File: src/rtl/keypad_scan_if.sv
// Keypad matrix pins plus the debounced key outputs of the scanner.
// No flow control: outputs are levels plus a one-cycle press pulse.
interface keypad_scan_if;
  logic [3:0] row;
  logic [3:0] col;
  logic [3:0] playerB;
  logic       key_valid;
  logic       key_press;

  modport master (input row, output col, output playerB, output key_valid, output key_press);
  modport slave  (output row, input col, input playerB, input key_valid, input key_press);
endinterface

File: src/rtl/keypad_scan.sv
// 4x4 keypad column scanner with whole-sweep debounce; sweep = 4*SETTLE_CYC+1 cycles.
// Accepted key appears the cycle after EVAL; no backpressure, consumer samples levels/pulse.
module keypad_scan #(
  parameter int SETTLE_CYC     = 1000,
  parameter int DEBOUNCE_SCANS = 4
) (
  input  logic          clk,
  input  logic          rst,
  keypad_scan_if.master kp
);

  localparam int CW = $clog2(SETTLE_CYC);
  localparam int DW = $clog2(DEBOUNCE_SCANS + 1);
  localparam logic [CW-1:0] CNT_LAST = CW'(SETTLE_CYC - 1);
  localparam logic [DW-1:0] DB_MAX   = DW'(DEBOUNCE_SCANS);

  typedef enum logic [1:0] {ST_IDLE, ST_SCAN, ST_EVAL} state_t;

  // vld=0 encodes "no key", keeping key '0' distinct from idle
  typedef struct packed {
    logic       vld;
    logic [3:0] code;
  } key_t;

  state_t          state;
  logic [3:0]      row_s1;
  logic [3:0]      row_s2;
  logic [1:0]      col_idx;
  logic [CW-1:0]   settle_cnt;
  logic [15:0]     sweep_rows;
  logic [3:0]      col_q;
  logic            press_q;
  logic [DW-1:0]   db_cnt;
  logic [DW-1:0]   db_next;
  key_t            prev_key;
  key_t            acc_key;
  key_t            sweep_key;

  function automatic logic [3:0] key_code(input logic [1:0] r, input logic [1:0] c);
    logic [3:0] code;
    case ({r, c})
      4'h0: code = 4'h1;  4'h1: code = 4'h2;  4'h2: code = 4'h3;  4'h3: code = 4'hA;
      4'h4: code = 4'h4;  4'h5: code = 4'h5;  4'h6: code = 4'h6;  4'h7: code = 4'hB;
      4'h8: code = 4'h7;  4'h9: code = 4'h8;  4'hA: code = 4'h9;  4'hB: code = 4'hC;
      4'hC: code = 4'h0;  4'hD: code = 4'hF;  4'hE: code = 4'hE;  default: code = 4'hD;
    endcase
    return code;
  endfunction

  // sweep_rows bit {col,row}; scan high to low so the lowest (col,row) wins
  always_comb begin
    sweep_key = '0;
    for (int i = 15; i >= 0; i--) begin
      if (sweep_rows[i]) begin
        sweep_key.vld  = 1'b1;
        sweep_key.code = key_code(2'(i % 4), 2'(i / 4));
      end
    end
  end

  always_comb begin
    db_next = DW'(1);
    if (sweep_key == prev_key)
      db_next = (db_cnt == DB_MAX) ? db_cnt : db_cnt + 1'b1;
  end

  always_ff @(posedge clk) begin
    if (rst) begin
      state      <= ST_IDLE;
      row_s1     <= 4'hF;
      row_s2     <= 4'hF;
      col_idx    <= 2'd0;
      settle_cnt <= '0;
      sweep_rows <= '0;
      col_q      <= 4'hF;
      press_q    <= 1'b0;
      db_cnt     <= '0;
      prev_key   <= '0;
      acc_key    <= '0;
    end else begin
      row_s1  <= kp.row;
      row_s2  <= row_s1;
      press_q <= 1'b0;
      case (state)
        ST_IDLE: begin
          state      <= ST_SCAN;
          col_idx    <= 2'd0;
          settle_cnt <= '0;
          col_q      <= 4'b1110;
        end
        ST_SCAN: begin
          if (settle_cnt == CNT_LAST) begin
            sweep_rows[{col_idx, 2'b00} +: 4] <= ~row_s2;
            settle_cnt <= '0;
            if (col_idx == 2'd3) begin
              state <= ST_EVAL;
              col_q <= 4'hF;
            end else begin
              col_idx <= col_idx + 2'd1;
              col_q   <= ~(4'b0001 << (col_idx + 2'd1));
            end
          end else begin
            settle_cnt <= settle_cnt + 1'b1;
          end
        end
        ST_EVAL: begin
          state   <= ST_SCAN;
          col_idx <= 2'd0;
          col_q   <= 4'b1110;
          db_cnt  <= db_next;
          if (sweep_key != prev_key)
            prev_key <= sweep_key;
          if (db_next == DB_MAX && sweep_key != acc_key) begin
            acc_key <= sweep_key;
            press_q <= sweep_key.vld;
          end
        end
        default: state <= ST_IDLE;
      endcase
    end
  end

  assign kp.col       = col_q;
  assign kp.playerB   = acc_key.code;
  assign kp.key_valid = acc_key.vld;
  assign kp.key_press = press_q;

endmodule
File: src/flat_wrapper.sv
// flat-port wrapper written by rule: the top's interface ports become plain ports
module keypad_scan_flat 
#(
  parameter int SETTLE_CYC     = 1000,
  parameter int DEBOUNCE_SCANS = 4
)
  (clk, rst, kp_row, kp_col, kp_playerB, kp_key_valid, kp_key_press);
  keypad_scan_if kp_i ();
  input  logic clk;
  input  logic rst;
  input wire logic [$bits(kp_i.row)-1:0] kp_row;
  output wire logic [$bits(kp_i.col)-1:0] kp_col;
  output wire logic [$bits(kp_i.playerB)-1:0] kp_playerB;
  output wire logic [$bits(kp_i.key_valid)-1:0] kp_key_valid;
  output wire logic [$bits(kp_i.key_press)-1:0] kp_key_press;
  assign kp_i.row = kp_row;
  assign kp_col = kp_i.col;
  assign kp_playerB = kp_i.playerB;
  assign kp_key_valid = kp_i.key_valid;
  assign kp_key_press = kp_i.key_press;
  keypad_scan #(.SETTLE_CYC(SETTLE_CYC), .DEBOUNCE_SCANS(DEBOUNCE_SCANS)) u_core (.clk(clk), .rst(rst), .kp(kp_i));
endmodule
File: config.mk
export PLATFORM = sky130hd
export DESIGN_NAME = keypad_scan_flat
export DESIGN_NICKNAME = d
export VERILOG_FILES = /design/src/rtl/keypad_scan_if.sv /design/src/rtl/keypad_scan.sv /design/src/flat_wrapper.sv
export SDC_FILE = /design/constraint.sdc
export NUM_CORES = 1
export LEC_CHECK = 0
export CORE_MARGIN = 5
export CORE_UTILIZATION = 25
export DETAILED_ROUTE_END_ITERATION = 10
export GPL_TIMING_DRIVEN = 0
export PLACE_DENSITY = 0.37
export SLEW_MARGIN = 20
export SYNTH_ARGS = -nofsm -noshare
export SYNTH_HDL_FRONTEND = slang
export SYNTH_SLANG_ARGS = --single-unit
export TNS_END_PERCENT = 20
File: constraint.sdc
create_clock -name clk -period 6.2 [get_ports clk]
set_input_delay 0.62 -clock clk [delete_from_list [all_inputs] [get_ports clk]]
set_output_delay 0.62 -clock clk [all_outputs]
set_load 0.02 [all_outputs]
# --- Word level (Yosys, flattened, before mapping) ---
# Cells that the tools add are included.
word_totals:
  out_inout_bits: 10
  elab_cells: 78
  ff_bits: 56
classes:
  shifts: 3
  n_reduce_logical: 12
  n_eq_ne: 12
  mux: 30
  n_bitwise: 4
  add_sub_neg: 4
ops:
  columns: ["operator", "n"]
  rows:
  - ["two-way mux 5 bit", 16]
  - ["case mux 10 bit (2 select lines)", 1]
  - ["bitwise mux 16 bit", 1]
  - ["variable shift 4 x 6 -> 16 bit, first input constant", 1]
  - ["indexed part select 4 x 6 -> 16 bit", 1]
  - ["adder 10 x 1 -> 10 bit, second input constant", 1]
  - ["equality test 10 bit, second input constant", 1]
  - ["two-way mux 10 bit", 1]
  - ["inequality test 5 bit", 2]
  - ["AND reduction 2 bit", 5]
  - ["two-way mux 2 bit", 4]
  - ["two-way mux 4 bit", 2]
  - ["NOT 4 bit", 2]
  - ["case mux 2 bit (2 select lines)", 2]
  - ["case mux 4 bit (2 select lines)", 1]
  - ["equality test 3 bit, second input constant", 2]
  - ["two-way mux 3 bit", 2]
  - ["negator 4 -> 6 bit", 1]
  - ["equality test 5 bit", 1]
  - ["equality test 2 bit, second input constant", 2]
  - ["inequality test 2 x 1 -> 1 bit, second input constant", 2]
  - ["nonzero test 2 bit", 2]
  - ["left shift 1 x 2 -> 4 bit, first input constant", 1]
  - ["adder 3 x 1 -> 3 bit, second input constant", 1]
  - ["9 further kinds", 10]

# --- Logic depth before layout (Yosys ltp) ---
# Gate-level depths: netlist (run 1).
logic_depth:
  word_depth: 22
  ltp_mapped: 10
  mapped_depth_nobuf: 9

# --- Worst setup path before layout (run 1) ---
# Ideal clock, no wire load.
synth_path:
  kind: "register -> register"
  from: "register u_core.sweep_rows[0]"
  to: "register u_core.db_cnt[0]"
  n_path_buf: 2
  path_stages_with_launch: 11
  path_slack_ns: 3.696
  arrival_ns: 2.389
  required_time_ns: 6.085
  synth_period_minus_slack_ns: 2.504
  setup_ns: 0.115
  path_cell_list: "dfxtp_1 -> or3_4 -> or4_4 -> and3b_1 -> buf_2 -> xnor2_1 -> nand4_1 -> nor4b_2 -> buf_4 -> a31oi_1 -> o21a_1"
synth_between:
  elab_chain_cells: 3
synth_lines:
  columns: ["element", "line_no", "source"]
  rows:
  - ["start: declaration", "keypad_scan.sv:30", "logic [15:0] sweep_rows;"]
  - ["start signal: indexed assignment", "keypad_scan.sv:93", "sweep_rows[{col_idx, 2'b00} +: 4] <= ~row_s2;"]
  - ["two-way mux 5 bit", "keypad_scan.sv:54", "if (sweep_rows[i]) begin"]
  - ["equality test 5 bit", "keypad_scan.sv:63", "if (sweep_key == prev_key)"]
  - ["two-way mux 3 bit", "keypad_scan.sv:63", null]
  - ["end signal: assignment", "keypad_scan.sv:110", "db_cnt <= db_next;"]
  - ["end: declaration", "keypad_scan.sv:33", "logic [DW-1:0] db_cnt;"]
# No other way between the ends.
# A chain may end at the register's enable or synchronous reset.

# --- Worst setup path after layout (run 1) ---
layout_path:
  from: "register u_core.sweep_rows[3]"
  to: "register u_core.db_cnt[0]"
layout_between:
  elab_chain_cells: 6
layout_lines:
  columns: ["element", "line_no"]
  rows:
  - ["two-way mux 5 bit (4 in a row)", "keypad_scan.sv:54"]
  - ["equality test 5 bit", "keypad_scan.sv:63"]
  - ["two-way mux 3 bit", "keypad_scan.sv:63"]
# No other way between the ends.

==> results.ini, run 1 <==
[clock_network]
clock_latency_ns=0.29
cts_resized=0
ctsHoldBuffers=0
cts_inserted_buffers=5
cts_sinks=56
clkTransAtPathRegs_ns=0.07
clockBufferDepth=2
htree_levels=2
cts_tree=built
postCtsSetupBuffers=0
cts_root_buf=clkbuf_16

[placement]
port_buffers=15
hpwlAfterDp_um=5440
dpl_worst_slack_ns=3.41
gp_congestion=0.759

[drt]
drc=0
wl_per_cell_um=14.2
drt_iter0_drc=81
m1WireLength_um=3550
viasPerCell=4.80
first_pass_iters=4
wl_met2_um=3370
final_antenna_net_count=0
dr_wl_met3_um=202
top_layer=met4
routed-via-count=2472
routed_wl_um=7310

[synthesis]
ys_types=51
ys_warn_count=0
ys_ff_latch=56
ys_async_sr_fraction_pct=0
synth_top_flop_cell=dfxtp_1
synth_edf_count=0
synth_top_area_cell=dfxtp_1
syn_nets=366
netlist_area_um2=2840
synthTopCellsByArea=dfxtp_1 39%, a21oi_1 7.1%, nor2_1 5.9%
synthesis.instances=349
syn_area_per_cell_um2=8.13
ys_seq_area_share_pct=39.5
netlist.area_leader.share_pct=39.5

[grt]
grt_overflow_total=0
grt_pass1_wl_um=12600
grt_max_degree=17
grtUsageTotal_pct=11.8
grt_pass1_vias=2433
antenna_found_initial=0

[sta]
period_minus_slack_ns=2.79
hold_violations=0
rsz0062_at_grt=false
drv_slew=0
worstMarginPinSlew_ns=0.909
fmax_mhz=358
setup_viol=0
fin_crit_sh_pct=45.0
fin_skew_ns=0.00691
tns_ns=0
layout_setup_ws_ns=3.41
slew_headroom_pct=38.9

[die]
die_y_um=117
io_pins=16
die_x_um=117
num_rows=39
start_util_pct=25.2
dieArea_um2=13600
fp.coreArea_um2=11300

[layout]
antenna_cells=0
finalNetCount=388
fillCellCount=1239
area_delta_synth_final_pct=17.4
drive_above_1_share_pct=7.80

[worst_setup_path]
crit_path_max_incr_delay_ns=0.44
path_max_fanout=10
crit_required_ns=6.39
setup.worst_path.end_class=register
cp_slowest_cell=or4_4
crit_buf_inv=1
cp_top_family=simple AND/OR/NAND/NOR gates
path_class=reg2reg
startpoint_type=register
cp_cell_sequence=or3_4 -> or4_4 -> nor4_4 -> xor2_1 -> nand4_1 -> nor4b_2 -> buf_4 -> a31oi_1 -> o21a_1
cp.arrival_ns=2.98

[run_status]
status=complete, no violations

[pwr]
p_per_area_nw_per_um2=213
vdd_drop_max_mv=0.113
leakage_nw=1.21

[worst_hold_path]
hold_path.class=reg2reg

[run]
max_cap_viol_count=0

[logic make-up (layout without fill, tap and decap cells)]
kind of cell / count (synthesis) / after routing / share of synthesized area (%)
buffers and inverters: 21 / 44 / 2.95
adder cells (fa/ha/maj): 11 / 11 / 4.85
XOR/XNOR: 5 / 5 / 1.54
AND/OR/NAND/NOR: 162 / 162 / 30.1
multiplexers: 9 / 9 / 3.31
AO/OA/AOI/OAI: 85 / 85 / 17.8
flip-flops: 56 / 56 / 39.5
[per-stage QoR]
| stage | power (mW) | std cells | hold slack, ns | instance area [um2] | utilization (%) |
|---|---|---|---|---|---|
| after global placement | 0.397 | 507 | 0.390 | 3170 | 28.1 |
| after global routing | 0.741 | 515 | 0.436 | 3330 | 29.6 |
| after CTS | 0.728 | 515 | 0.416 | 3330 | 29.6 |
| final | 0.708 | 515 | 0.411 | 3330 | 29.6 |
| after floorplan | 0.386 | 349 | 0.389 | 2840 | - |
| after detailed placement | 0.397 | 507 | 0.397 | 3170 | 28.1 |
[synthesized netlist by cell type (all sizes together), types with 4 or more instances]
cell	count
dfxtp	56
nor2	45
a21oi	40
nor3	28
nand2	24
o21ai	16
clkbuf	11
ha	11
or2	10
nand2b	8
nor2b	8
or3	8
inv	7
a31oi	6
mux2i	6
and3	5
nand3	5
o211ai	5
nand3b	4
nand4	4
[layout by cell type, fill, tap and decap left out, types with 3 or more instances in the layout]
| master | n |
|---|---|
| nand4_1 | 4 |
| mux2i_1 | 6 |
| a31oi_1 | 6 |
| a21oi_1 | 40 |
| clkbuf_1 | 12 |
| nor2b_1 | 8 |
| or2_2 | 10 |
| nor2_1 | 45 |
| nor3_1 | 28 |
| xnor2_1 | 3 |
| nand3_1 | 5 |
| nand2_1 | 23 |
| nand2b_1 | 8 |
| o21a_1 | 3 |
| nand3b_1 | 4 |
| o211ai_1 | 5 |
| clkbuf_16 | 5 |
| mux2_2 | 3 |
| dfxtp_1 | 56 |
| inv_1 | 7 |
| o21ai_0 | 16 |
| clkdlybuf4s50_1 | 15 |
| or3_1 | 7 |
| ha_1 | 11 |
| and3_1 | 5 |
[final timing paths]
check             cells past startpoint                         startpoint                             to  slack [ns]
setup / recovery                      9  u_core.sweep_rows[3]$_SDFFE_PP0P_  u_core.db_cnt[0]$_SDFFE_PP0P_        3.41
hold / removal                        1        u_core.row_s1[3]$_SDFF_PP1_    u_core.row_s2[3]$_SDFF_PP1_        0.41
setup reg to reg                      9  u_core.sweep_rows[3]$_SDFFE_PP0P_  u_core.db_cnt[0]$_SDFFE_PP0P_        3.41
hold reg to reg                       1        u_core.row_s1[3]$_SDFF_PP1_    u_core.row_s2[3]$_SDFF_PP1_        0.41
[sequential cells by signal, indices dropped and copies added, names as in the netlist]
name and cells:
u_core.row_s1 4, u_core.kp.key_press 1, u_core.settle_cnt 10, u_core.kp.key_valid 1, u_core.kp.playerB 4, u_core.db_cnt 3, u_core.sweep_rows 16, u_core.prev_key 5
u_core.kp.col 4, u_core.row_s2 4, u_core.col_idx 2, u_core.state 2
[worst reg2reg max path, delay by kind of cell, from the launching register on]
kind / cells / cell delay (ns)
AO/OA/AOI/OAI: 2 / 0.28
XOR/XNOR: 1 / 0.21
buffers and inverters: 1 / 0.23
flip-flops: 1 / 0.38
AND/OR/NAND/NOR: 5 / 1.59
[power by group]
group / internal, mW / switching [mW]
sequential: 0.363 / 0.00324
clock: 0.190 / 0.130
combinational: 0.00855 / 0.0125
[area by class of cell]
class | count | area (um2) | share of cell area [%]
Clock buffer | 6 | 129 | 3.87
Inverter | 8 | 30.0 | 0.901
Timing Repair Buffer | 15 | 150 | 4.51
Sequential cell | 56 | 1120 | 33.6
Buffer | 13 | 53.8 | 1.61
Clock inverter | 2 | 35.0 | 1.05
Multi-Input combinational cell | 272 | 1630 | 49.0
Tap cell | 143 | 179 | 5.37
[per-layer routing]
layer | vias up | global-route usage, %
li1 | 1289 | -
met1 | 1152 | 15.2
met2 | 20 | 19.0
met3 | 11 | 2.75
met4 | 0 | 4.66
met5 | - | 0
Power figures use the tool's default switching activity.
==> inputs of run 2 (changes only) <==
- PLACE_DENSITY: 0.37 -> 0.38
- clock period: 6.2 -> 2.5 ns (I/O delays scaled with it)
==> results.ini, run 2 (synthesis results as in run 1) <==
[drt]
viasPerCell=4.72
drt_iter0_drc=48
final_antenna_net_count=0
drc=0
wl_per_cell_um=14.0
routed_wl_um=7250
first_pass_iters=4
routed-via-count=2439

[layout]
top_regs=u_core.sweep_rows: 16 flops, u_core.settle_cnt: 10 flops, u_core.prev_key: 5 flops
stdcell_count=517
finalNetCount=390
layout_commonest_cell=dfxtp_1
drive_above_1_share_pct=9.89
post-route-util_pct=29.9
top_register=u_core.sweep_rows
largest_register_ffs=16
antenna_cells=0
final_cell_mix=54 x dfxtp_1, 45 x nor2_1, 39 x a21oi_1, 28 x nor3_1, 23 x nand2_1
area_delta_synth_final_pct=18.9
finalInstanceArea_um2=3380

[placement]
dpl_worst_slack_ns=-0.332
gp_congestion=0.779
port_buffers=15
dpl_cell_area_um2=3170
hpwlAfterDp_um=5420
dp_cells=507

[clock_network]
clockBufferDepth=2
clock_latency_ns=0.30
cts_tree=built
cts_sinks=56
clkTransAtPathRegs_ns=0.08
htree_levels=2
cts_inserted_buffers=5
cts_root_buf=clkbuf_16
ctsHoldBuffers=0

[pwr]
combPwrFrac_pct=2.9
finalPower_mw=1.77
leakage_nw=1.22
p_switching_uw=373
vdd_drop_max_mv=0.233
switching_share_pct=21.1
p_seq_share_pct=51.4
p_per_area_nw_per_um2=524
p_clk_share_pct=45.7
internal_power_mw=1.39

[sta]
rsz0062_at_grt=true
hold_violations=0
drv_slew=0
fin_crit_sh_pct=109
fmax_mhz=368
tns_ns=-1.96
fin_skew_ns=0.00845
hold_ws_ns=0.409
layout_setup_ws_ns=-0.215
setup_viol=11
slew_headroom_pct=61.2
worstMarginPinSlew_ns=0.578
period_minus_slack_ns=2.72

[worst_setup_path]
cp.arrival_ns=2.91
reg2reg_from=u_core.sweep_rows[0]$_SDFFE_PP0P_
startpoint_type=register
path_max_fanout=10
startpoint=u_core.sweep_rows[0]$_SDFFE_PP0P_
reg2regPathDepth=10
path_class=reg2reg
setup.worst_path.end_class=register
crit_required_ns=2.70

[die]
num_rows=39
die_x_um=117
fp.coreArea_um2=11300
start_util_pct=25.2
io_pins=16
dieArea_um2=13600
die_y_um=117

[grt]
grt_pass1_vias=2438
grt_max_degree=17
grt_overflow_total=0
antenna_found_initial=0
grt_pass1_wl_um=12400
grtUsageTotal_pct=11.6

[run_status]
violations=negative setup slack
status=complete, but fails checks

[worst_hold_path]
hold_depth=1
hp-start=u_core.row_s1[0]$_SDFF_PP1_
hold_path.class=reg2reg

[run]
max_cap_viol_count=0

## run 2: worst paths after layout
kind / end / slack [ns]
max reg2reg: u_core.db_cnt[0]$_SDFFE_PP0P_ / -0.22
min: u_core.row_s2[0]$_SDFF_PP1_ / 0.41
min reg2reg: u_core.row_s2[0]$_SDFF_PP1_ / 0.41
max: u_core.db_cnt[0]$_SDFFE_PP0P_ / -0.22
## run 2: repair_timing
action | in CTS | in global routing
pin swaps | 3 | 0
setup buffers | 2 | 0
endpoints found under the setup margin | 11 | 27
gates resized for setup | 2 | 5
hold endpoints to repair | 0 | 0
## run 2: cell type report
type / instances / area (um2)
plain buffers: 13 / 56.3
clock buffers: 6 / 129
clock inverters: 2 / 35.0
fillers: 1203 / 7900
inverters: 8 / 30.0
multi-input cells: 272 / 1660
flip-flops and latches: 56 / 1120
well taps: 143 / 179
repair buffers: 17 / 165
## run 2: routing by layer
| layer | vias up | GRT usage [%] | part of all wire, % |
|---|---|---|---|
| met3 | 9 | 2.02 | 2.4 |
| met1 | 1117 | 14.8 | 48 |
| met2 | 28 | 19.9 | 48 |
| li1 | 1285 | - | - |
| met4 | 0 | 3.44 | 1.6 |
| met5 | - | 0 | 0 |
## run 2: worst max-delay path: stages, from the launching register on
cell and delay (ns):
dfxtp_2 0.34, or3_4 0.40, or4_4 0.44, nor4_4 0.21
buf_4 0.18, xor2_2 0.14, nand4_1 0.10, nor4b_2 0.30
buf_4 0.23, a31oi_1 0.09, o21a_1 0.18
## run 2: power by group through the flow
stage	sequential [mW]	combinational (mW)	clock, mW
finish	0.909	0.0519	0.807
floorplan	0.928	0.0288	0
detailed placement	0.930	0.0540	0
global route	0.910	0.0590	0.863
CTS	0.909	0.0540	0.834
global placement	0.930	0.0537	0
